==> config.mk <==
export PLATFORM = sky130hd
export DESIGN_NAME = mps_reg_write_arbiter
export DESIGN_NICKNAME = d
export VERILOG_FILES = /design/src/rtl/mps_reg_write_arbiter.sv
export SDC_FILE = /design/constraint.sdc
export NUM_CORES = 2
export LEC_CHECK = 0
export CORE_ASPECT_RATIO = 0.6
export CORE_MARGIN = 10
export CORE_UTILIZATION = 40
export DETAILED_ROUTE_END_ITERATION = 8
export MAX_ROUTING_LAYER = met4
export SLEW_MARGIN = 10
export SYNTH_ARGS = -nofsm -noshare
export SYNTH_HDL_FRONTEND = slang
export SYNTH_SLANG_ARGS = --single-unit
==> constraint.sdc <==
create_clock -name S_AXI_ACLK -period 4.66 [get_ports S_AXI_ACLK]
set_input_delay 1.165 -clock S_AXI_ACLK [delete_from_list [all_inputs] [get_ports S_AXI_ACLK]]
set_output_delay 1.165 -clock S_AXI_ACLK [all_outputs]
set_load 0.1 [all_outputs]
==> src/rtl/mps_reg_write_arbiter.sv <==
// rtl/mps_reg_write_arbiter.sv - round-robin serialiser of AXI word writes and assembled DSP half-word commits onto one register-bank write port
module mps_reg_write_arbiter #(
    parameter int REG_NUM    = 24,
    parameter int IDX_WIDTH  = 5,
    parameter int XINTF_BASE = 128
) (
    input  logic                 S_AXI_ACLK,
    input  logic                 S_AXI_ARESET,
    input  logic                 i_axi_req,
    input  logic [IDX_WIDTH-1:0] i_axi_idx,
    input  logic [31:0]          i_axi_data,
    input  logic [3:0]           i_axi_strb,
    output logic                 o_axi_ack,
    input  logic [8:0]           i_xintf_addr,
    input  logic [15:0]          i_xintf_data,
    input  logic                 i_dsp_we,
    output logic                 o_wr_en,
    output logic [IDX_WIDTH-1:0] o_wr_idx,
    output logic [31:0]          o_wr_data,
    output logic                 o_wr_src,
    output logic [15:0]          o_collision_cnt,
    output logic [15:0]          o_drop_cnt
);

    localparam logic [9:0]         XBASE = 10'(XINTF_BASE);
    localparam logic [9:0]         XLAST = 10'(XINTF_BASE + 2 * REG_NUM - 1);
    localparam logic [IDX_WIDTH:0] NREG  = (IDX_WIDTH + 1)'(REG_NUM);

    typedef enum logic {ST_ARB, ST_WR} state_t;

    state_t                 state, state_next;
    logic [31:0]            shadow [REG_NUM];
    logic                   we_d;
    logic                   lo_valid;
    logic [15:0]            lo_buf;
    logic [IDX_WIDTH-1:0]   lo_idx;
    logic                   dsp_pend;
    logic [IDX_WIDTH-1:0]   pend_idx;
    logic [31:0]            pend_data;
    logic                   last_src;

    logic                   grant_axi, grant_dsp, collide;
    logic [9:0]             addr_ext, addr_off;
    logic [IDX_WIDTH-1:0]   xidx;
    logic                   dsp_evt, in_range, lo_evt, hi_evt, hi_ok;
    logic                   dsp_drop, axi_oor;
    logic [31:0]            axi_base, axi_merged;

    function automatic logic [15:0] sat_add(input logic [15:0] c, input logic [1:0] inc);
        logic [16:0] s;
        s = {1'b0, c} + {15'b0, inc};
        return s[16] ? 16'hFFFF : s[15:0];
    endfunction

    // A pending DSP commit loses only to an AXI request when AXI was not served last
    always_comb begin
        state_next = state;
        grant_axi  = 1'b0;
        grant_dsp  = 1'b0;
        collide    = 1'b0;
        case (state)
            ST_ARB: begin
                if (i_axi_req && dsp_pend) begin
                    collide = 1'b1;
                    if (last_src) grant_axi = 1'b1;
                    else          grant_dsp = 1'b1;
                end else if (i_axi_req) begin
                    grant_axi = 1'b1;
                end else if (dsp_pend) begin
                    grant_dsp = 1'b1;
                end
                if (grant_axi || grant_dsp) state_next = ST_WR;
            end
            ST_WR:   state_next = ST_ARB;
            default: state_next = ST_ARB;
        endcase
    end

    always_comb begin
        addr_ext = {1'b0, i_xintf_addr};
        addr_off = addr_ext - XBASE;
        xidx     = IDX_WIDTH'(addr_off[9:1]);
        in_range = (addr_ext >= XBASE) && (addr_ext <= XLAST);
        dsp_evt  = we_d && !i_dsp_we;
        lo_evt   = dsp_evt && in_range && !addr_off[0];
        hi_evt   = dsp_evt && in_range && addr_off[0];
        hi_ok    = hi_evt && lo_valid && (lo_idx == xidx);
        // Drops: stray address, orphan high half, or an ungranted commit being overwritten
        dsp_drop = (dsp_evt && !in_range) || (hi_evt && !hi_ok) || (hi_ok && dsp_pend && !grant_dsp);
        axi_oor  = ({1'b0, i_axi_idx} >= NREG);
        axi_base = axi_oor ? 32'h0 : shadow[i_axi_idx];
        for (int b = 0; b < 4; b++) begin
            axi_merged[8*b +: 8] = i_axi_strb[b] ? i_axi_data[8*b +: 8] : axi_base[8*b +: 8];
        end
    end

    always_ff @(posedge S_AXI_ACLK) begin
        if (S_AXI_ARESET) begin
            state           <= ST_ARB;
            we_d            <= 1'b1;
            lo_valid        <= 1'b0;
            lo_buf          <= '0;
            lo_idx          <= '0;
            dsp_pend        <= 1'b0;
            pend_idx        <= '0;
            pend_data       <= '0;
            last_src        <= 1'b1;
            o_axi_ack       <= 1'b0;
            o_wr_en         <= 1'b0;
            o_wr_idx        <= '0;
            o_wr_data       <= '0;
            o_wr_src        <= 1'b0;
            o_collision_cnt <= '0;
            o_drop_cnt      <= '0;
            for (int i = 0; i < REG_NUM; i++) shadow[i] <= '0;
        end else begin
            state     <= state_next;
            we_d      <= i_dsp_we;
            o_axi_ack <= 1'b0;
            o_wr_en   <= 1'b0;

            if (o_wr_en) shadow[o_wr_idx] <= o_wr_data;

            if (grant_axi) begin
                o_axi_ack <= 1'b1;
                o_wr_en   <= !axi_oor;
                o_wr_idx  <= i_axi_idx;
                o_wr_src  <= 1'b0;
                last_src  <= 1'b0;
                if (!axi_oor) o_wr_data <= axi_merged;
            end
            if (grant_dsp) begin
                o_wr_en   <= 1'b1;
                o_wr_idx  <= pend_idx;
                o_wr_data <= pend_data;
                o_wr_src  <= 1'b1;
                last_src  <= 1'b1;
                dsp_pend  <= 1'b0;
            end

            if (lo_evt) begin
                lo_buf   <= i_xintf_data;
                lo_idx   <= xidx;
                lo_valid <= 1'b1;
            end
            if (hi_evt) lo_valid <= 1'b0;
            if (hi_ok) begin
                dsp_pend  <= 1'b1;
                pend_idx  <= xidx;
                pend_data <= {i_xintf_data, lo_buf};
            end

            if (collide) o_collision_cnt <= sat_add(o_collision_cnt, 2'd1);
            o_drop_cnt <= sat_add(o_drop_cnt, {1'b0, dsp_drop} + {1'b0, grant_axi && axi_oor});
        end
    end

endmodule

**Yosys cells after proc, flatten, opt, wreduce, memory -nomap -nowiden**

Memories as Yosys holds them, arrays and structs flattened.
Index checks and enable logic that the tools add are counted.

- Shifts and indexed selects: 0
- Muxes and demuxes: 41
- Reductions and logical operators: 28
- $lt $le $gt $ge: 3
- Add/subtract/negate cells: 4
- Div/mod/pow operators: 0
- Bitwise logic cells: 1
- Equal/unequal tests: 2
- Multiply operators: 0

Operator list:

| cell | number |
|---|---|
| $mux W32 | 4 |
| $mux W16 | 2 |
| $mux W8 | 4 |
| $reduce_or A32 Y1 | 1 |
| $mux W1 | 27 |
| $add A16 B1 Y17 const B | 1 |
| $add A16 B2 Y17 | 1 |
| $mux W5 | 3 |
| $logic_and A1 B1 Y1 | 13 |
| $ge A9 B8 Y1 const B | 1 |
| $le A9 B8 Y1 const B | 1 |
| $logic_not A1 Y1 | 6 |
| $sub A6 B1 Y6 const B | 1 |
| $eq A5 B5 Y1 | 1 |
| $ge A5 B5 Y1 const B | 1 |
| $reduce_bool A2 Y1 | 2 |
| $reduce_or A2 Y1 | 2 |
| $logic_or A1 B1 Y1 | 3 |
| $add A1 B1 Y2 | 1 |
| $ne A2 B2 Y1 const B | 1 |
| $pmux W1 S2 | 1 |
| $reduce_and A2 Y1 | 1 |
| $not A1 Y1 | 1 |

- Flip-flop bits (word level): 135
- Latch bits: 0
- Bits in writable memories: 768
- Word-level logic and storage cells: 96
- ROM bits: 0
- Input bits: 70
- Output and inout bits: 72
- Memories kept: 1

Memories:

| name | depth | bits a word | rd ports | clocked after memory_dff | write ports | RTL line | text |
|---|---|---|---|---|---|---|---|
| shadow | 24 | 32 | 1 | 0 | 24 | 32 | `logic [31:0] shadow [REG_NUM];` |

**Depth between registers and ports, before layout**

- Word-level depth: 13
- Mapped depth: 14
- Depth with buffers taken out: 11

**Worst setup path before layout**

No wires, ideal clock.

- Path kind: input to register
- From: input i_axi_req
- To: register o_drop_cnt[10]
- Arrival: 3568 ps
- Path buffers: 4
- Required time: 4527 ps
- Cell stages on the path: 14
- Path slack: 960 ps
- Library setup time: 133 ps
- Path through: nand2_1 buf_2 nand2_1 buf_2 buf_2 nand2_1 a21oi_1 o21a_1 fa_1 ha_1 and3_1 nand3_1 clkbuf_1 a21oi_1

- Word-level cells in the longest chain between the ends: 10

RTL lines:

| item | RTL line | text |
|---|---|---|
| from (decl) | 9 | `input logic i_axi_req,` |
| $mux W1 or $logic_and A1 B1 Y1 (tied branches) | 67, 63 |  |
| $mux W1 | 63 | `if (i_axi_req && dsp_pend) begin` |
| $mux W1 (2 in a row) | 61 | `case (state)` |
| $logic_not A1 Y1 | 89 | `dsp_drop = (dsp_evt && !in_range) \|\| (hi_evt && !hi_ok) \|\| (hi_ok && dsp_pend && !grant_dsp);` |
| $logic_and A1 B1 Y1 | 89 |  |
| $logic_or A1 B1 Y1 | 89 |  |
| $add A1 B1 Y2 * | 154 | `o_drop_cnt <= sat_add(o_drop_cnt, {1'b0, dsp_drop} + {1'b0, grant_axi && axi_oor});` |
| $add A16 B2 Y17 * | 51 | `s = {1'b0, c} + {15'b0, inc};` |
| $mux W16 * | 52 | `return s[16] ? 16'hFFFF : s[15:0];` |
| to (signal assigned) | 154 |  |
| to (decl) | 22 | `output logic [15:0] o_drop_cnt` |

Mark *: on every way between the ends. The rest lies on a longest branch, timed or not. The select of a mux whose other input is x is not followed.
A chain may end at the register's enable or synchronous reset.

**Worst setup path after layout**

- From: register o_wr_idx[2]
- To: output o_wr_idx[2]

RTL lines:

| item | RTL line | text |
|---|---|---|
| from (decl) | 18 | `output logic [IDX_WIDTH-1:0] o_wr_idx,` |
| from (signal assigned) | 127 | `o_wr_idx <= i_axi_idx;` |
| from (signal assigned) | 134 | `o_wr_idx <= pend_idx;` |

No word-level cell between the ends.

==> out/results.ini <==
[outcome]
status = finished, final reports clean

[routing]
wl_per_cell_um = 28.4
first_pass_iters = 6
vias_per_cell = 5.69
wl_met3_um = 15100
drtIter0Drc = 4287
wl_met2_um = 64800
vias = 30800
met1_length_um = 71200
route.detailed.drc = 0
antenna_left = 0
top_layer_used = met4
drt_wl_total_um = 154000

[sta]
worst_clock_skew_ns = 0.0317
fmax_mhz = 250
hold_viol_final = 0
drv_slew = 0
setup_tns_ns = 0
tightest_slew_ns = 1.36
rsz0062_at_grt = false
setup_viol = 0
worst_slack_ns = 0.663
finalCriticalPeriod_ns = 4.00
post-route-period-util_pct = 85.8
slew_headroom_pct = 9.30

[die]
ios = 142
start_util_pct = 40.5
row_count = 100
fp.dieW_um = 479
dieArea_mm2 = 0.142
core_area_mm2 = 0.125
die_h_um = 295

[synthesis]
postSynthAreaPerCell_um2 = 14.3
synth.area.top_cells = edfxtp_1 (61%), and2_1 (9.6%), mux4_2 (5.7%), dfxtp_1 (5.3%), mux2i_1 (5.1%)
async_reset_ff_share_pct = 0
synth_top_area_cell = edfxtp_1
postSynthCellCount = 3549
synthTopCellsByCount = edfxtp_1 (1024), and2_1 (773), mux2i_1 (259)
synth_edf_count = 1024
synth_top_area_share_pct = 60.8
synthDistinctLibCells = 60
synth_area_mm2 = 0.0506
synth_nets = 3622
synth_seq_cells = 1159
yosysMostFrequentCell = edfxtp_1
ys_warn_count = 0
synth_seq_area_share_pct = 66.1
synth_flop_cell = edfxtp_1

[global_route]
grt_max_degree = 65
grt.overflow.total = 0
antenna_found_initial = 5
track_usage_pct = 21.9
grt_pass1_vias = 29600
grt_pass1_wl_um = 222000

[placed_design]
gp_congestion = 0.840
dpl_worst_slack_ns = 0.429
io_buffers = 141
dpl.hpwl_um = 98500

[critical_path]
max_stage_delay_ns = 1.28
cpMaxStageDelayCell = clkdlybuf4s50_1
start_kind = flip-flop
critPathBufInv = 1
cp_max_fo = 10
cpLargestDelayFamily = buffers and inverters
cp-end-kind = primary output
arrival_ns = 2.83
critical_path_class = reg -> out
path_cells = clkdlybuf4s50_1
required_ns = 3.49

[clock_tree]
clock_path_buffers = 3
clk_pin_slew_ns = 0.07
postCtsSetupRepairBufs = 0
clock_latency_ns = 0.72
cts_tree = yes
post_cts_resized = 0
cts.sinks = 1159
cts.htree.levels = 3
root_buffer = clkbuf_16
cts_buffers = 102
cts_hold_buf = 0

[power_and_ir_drop]
peakVddDrop_mv = 0.298
leakage_uw = 0.0207
power_density_mw_per_mm2 = 394

[final_layout]
utilization_pct = 46.3
drive_gt1_share_pct = 14.8
layout.nets = 3712
seqCellArea_mm2 = 0.0335
area_growth_pct = 14.3
multi_input_area_mm2 = 0.0158
fill_cells = 10800

[job]
max_cap_violations = 0

[hold_path]
hp-class = reg -> reg

[report_power, final]
| part | total, uW | internal (uW) | switching [uW] |
|---|---|---|---|
| combinational | 2030 | 596 | 1440 |
| clock | 9060 | 5110 | 3950 |
| sequential | 11700 | 11600 | 131 |
[cell type report]
type                       instances  area share (%)
antenna                            5          0.0216
clock buffer                     138            4.97
clock inverter                    54            1.10
inverter                           8          0.0519
multi-input combinational       2069            27.3
sequential                      1159            57.9
tap                             1683            3.64
timing repair buffer             299            5.01
[metrics by stage]
step | std cells | power [uW] | area [um2] | hold slack (ns)
floorplan | 3549 | 13100 | 50600 | 0.431
global placement | 5218 | 13900 | 54300 | 0.441
detailed placement | 5218 | 14000 | 54300 | 0.445
CTS | 5410 | 22900 | 57800 | 0.457
global route | 5412 | 23400 | 57800 | 0.485
finish | 5415 | 22800 | 57800 | 0.460
[registers in the layout, indices dropped and copies added (netlist names)]
signal	count
dsp_pend	1
last_src	1
lo_buf	16
lo_idx	5
lo_valid	1
o_axi_ack	1
o_collision_cnt	16
o_drop_cnt	16
o_wr_data	32
o_wr_en	1
o_wr_idx	5
o_wr_src	1
pend_data	32
pend_idx	5
shadow	1024
state	1
we_d	1
[placed cells by master, fill, tap and decap left out, drive strengths merged, types with 11 or more instances in the layout]
master / instances
clkbuf: 138
o32ai: 22
inv: 11
mux2i: 259
nand2: 171
bufinv: 14
nand3: 47
o22ai: 74
a22oi: 57
o21ai: 28
a22o: 37
a211o: 19
and2: 773
clkdlybuf4s50: 105
nor2: 121
o211ai: 18
clkinv: 36
buf: 194
a221oi: 36
dfxtp: 135
mux4: 128
xor2: 11
xnor2: 16
edfxtp: 1024
a21oi: 118
or2: 26
[worst register-to-register path, stage by stage, from the launching register on]
cell     delay, ns
dfxtp_1       0.40
and2b_1       0.18
buf_4         0.37
and2_1        1.13
buf_4         0.39
nand2_1       0.07
a311o_1       0.31
o41ai_1       0.07
[kinds of logic (layout without fill, tap and decap cells)]
logic type	after synthesis	in the layout	synth area share (%)
compound gates	446	446	6.13
fa+ha+maj	3	3	0.0891
other cells	0	5	0
buf+inv	321	499	2.89
xor+xnor	27	27	0.468
simple gates	1206	1206	13.5
mux	387	387	10.8
flops	1159	1159	66.1
[final timing paths]
kind,startpoint,end,slack (ns),depth (start not counted)
worst max-delay path,o_wr_idx[2],o_wr_idx[2],0.66,1
worst min-delay path,lo_buf[2],lo_buf[2],0.46,2
worst max register to register,dsp_pend,o_wr_data[23],1.63,7
worst min register to register,lo_buf[2],lo_buf[2],0.46,2
[metal layers]
metal	vias up	GRT usage (%)
met5	-	-
met2	1535	30.3
met4	0	4.45
met3	191	4.69
met1	15800	33.1
li1	13300	-
(Power assumes the default switching activity.)
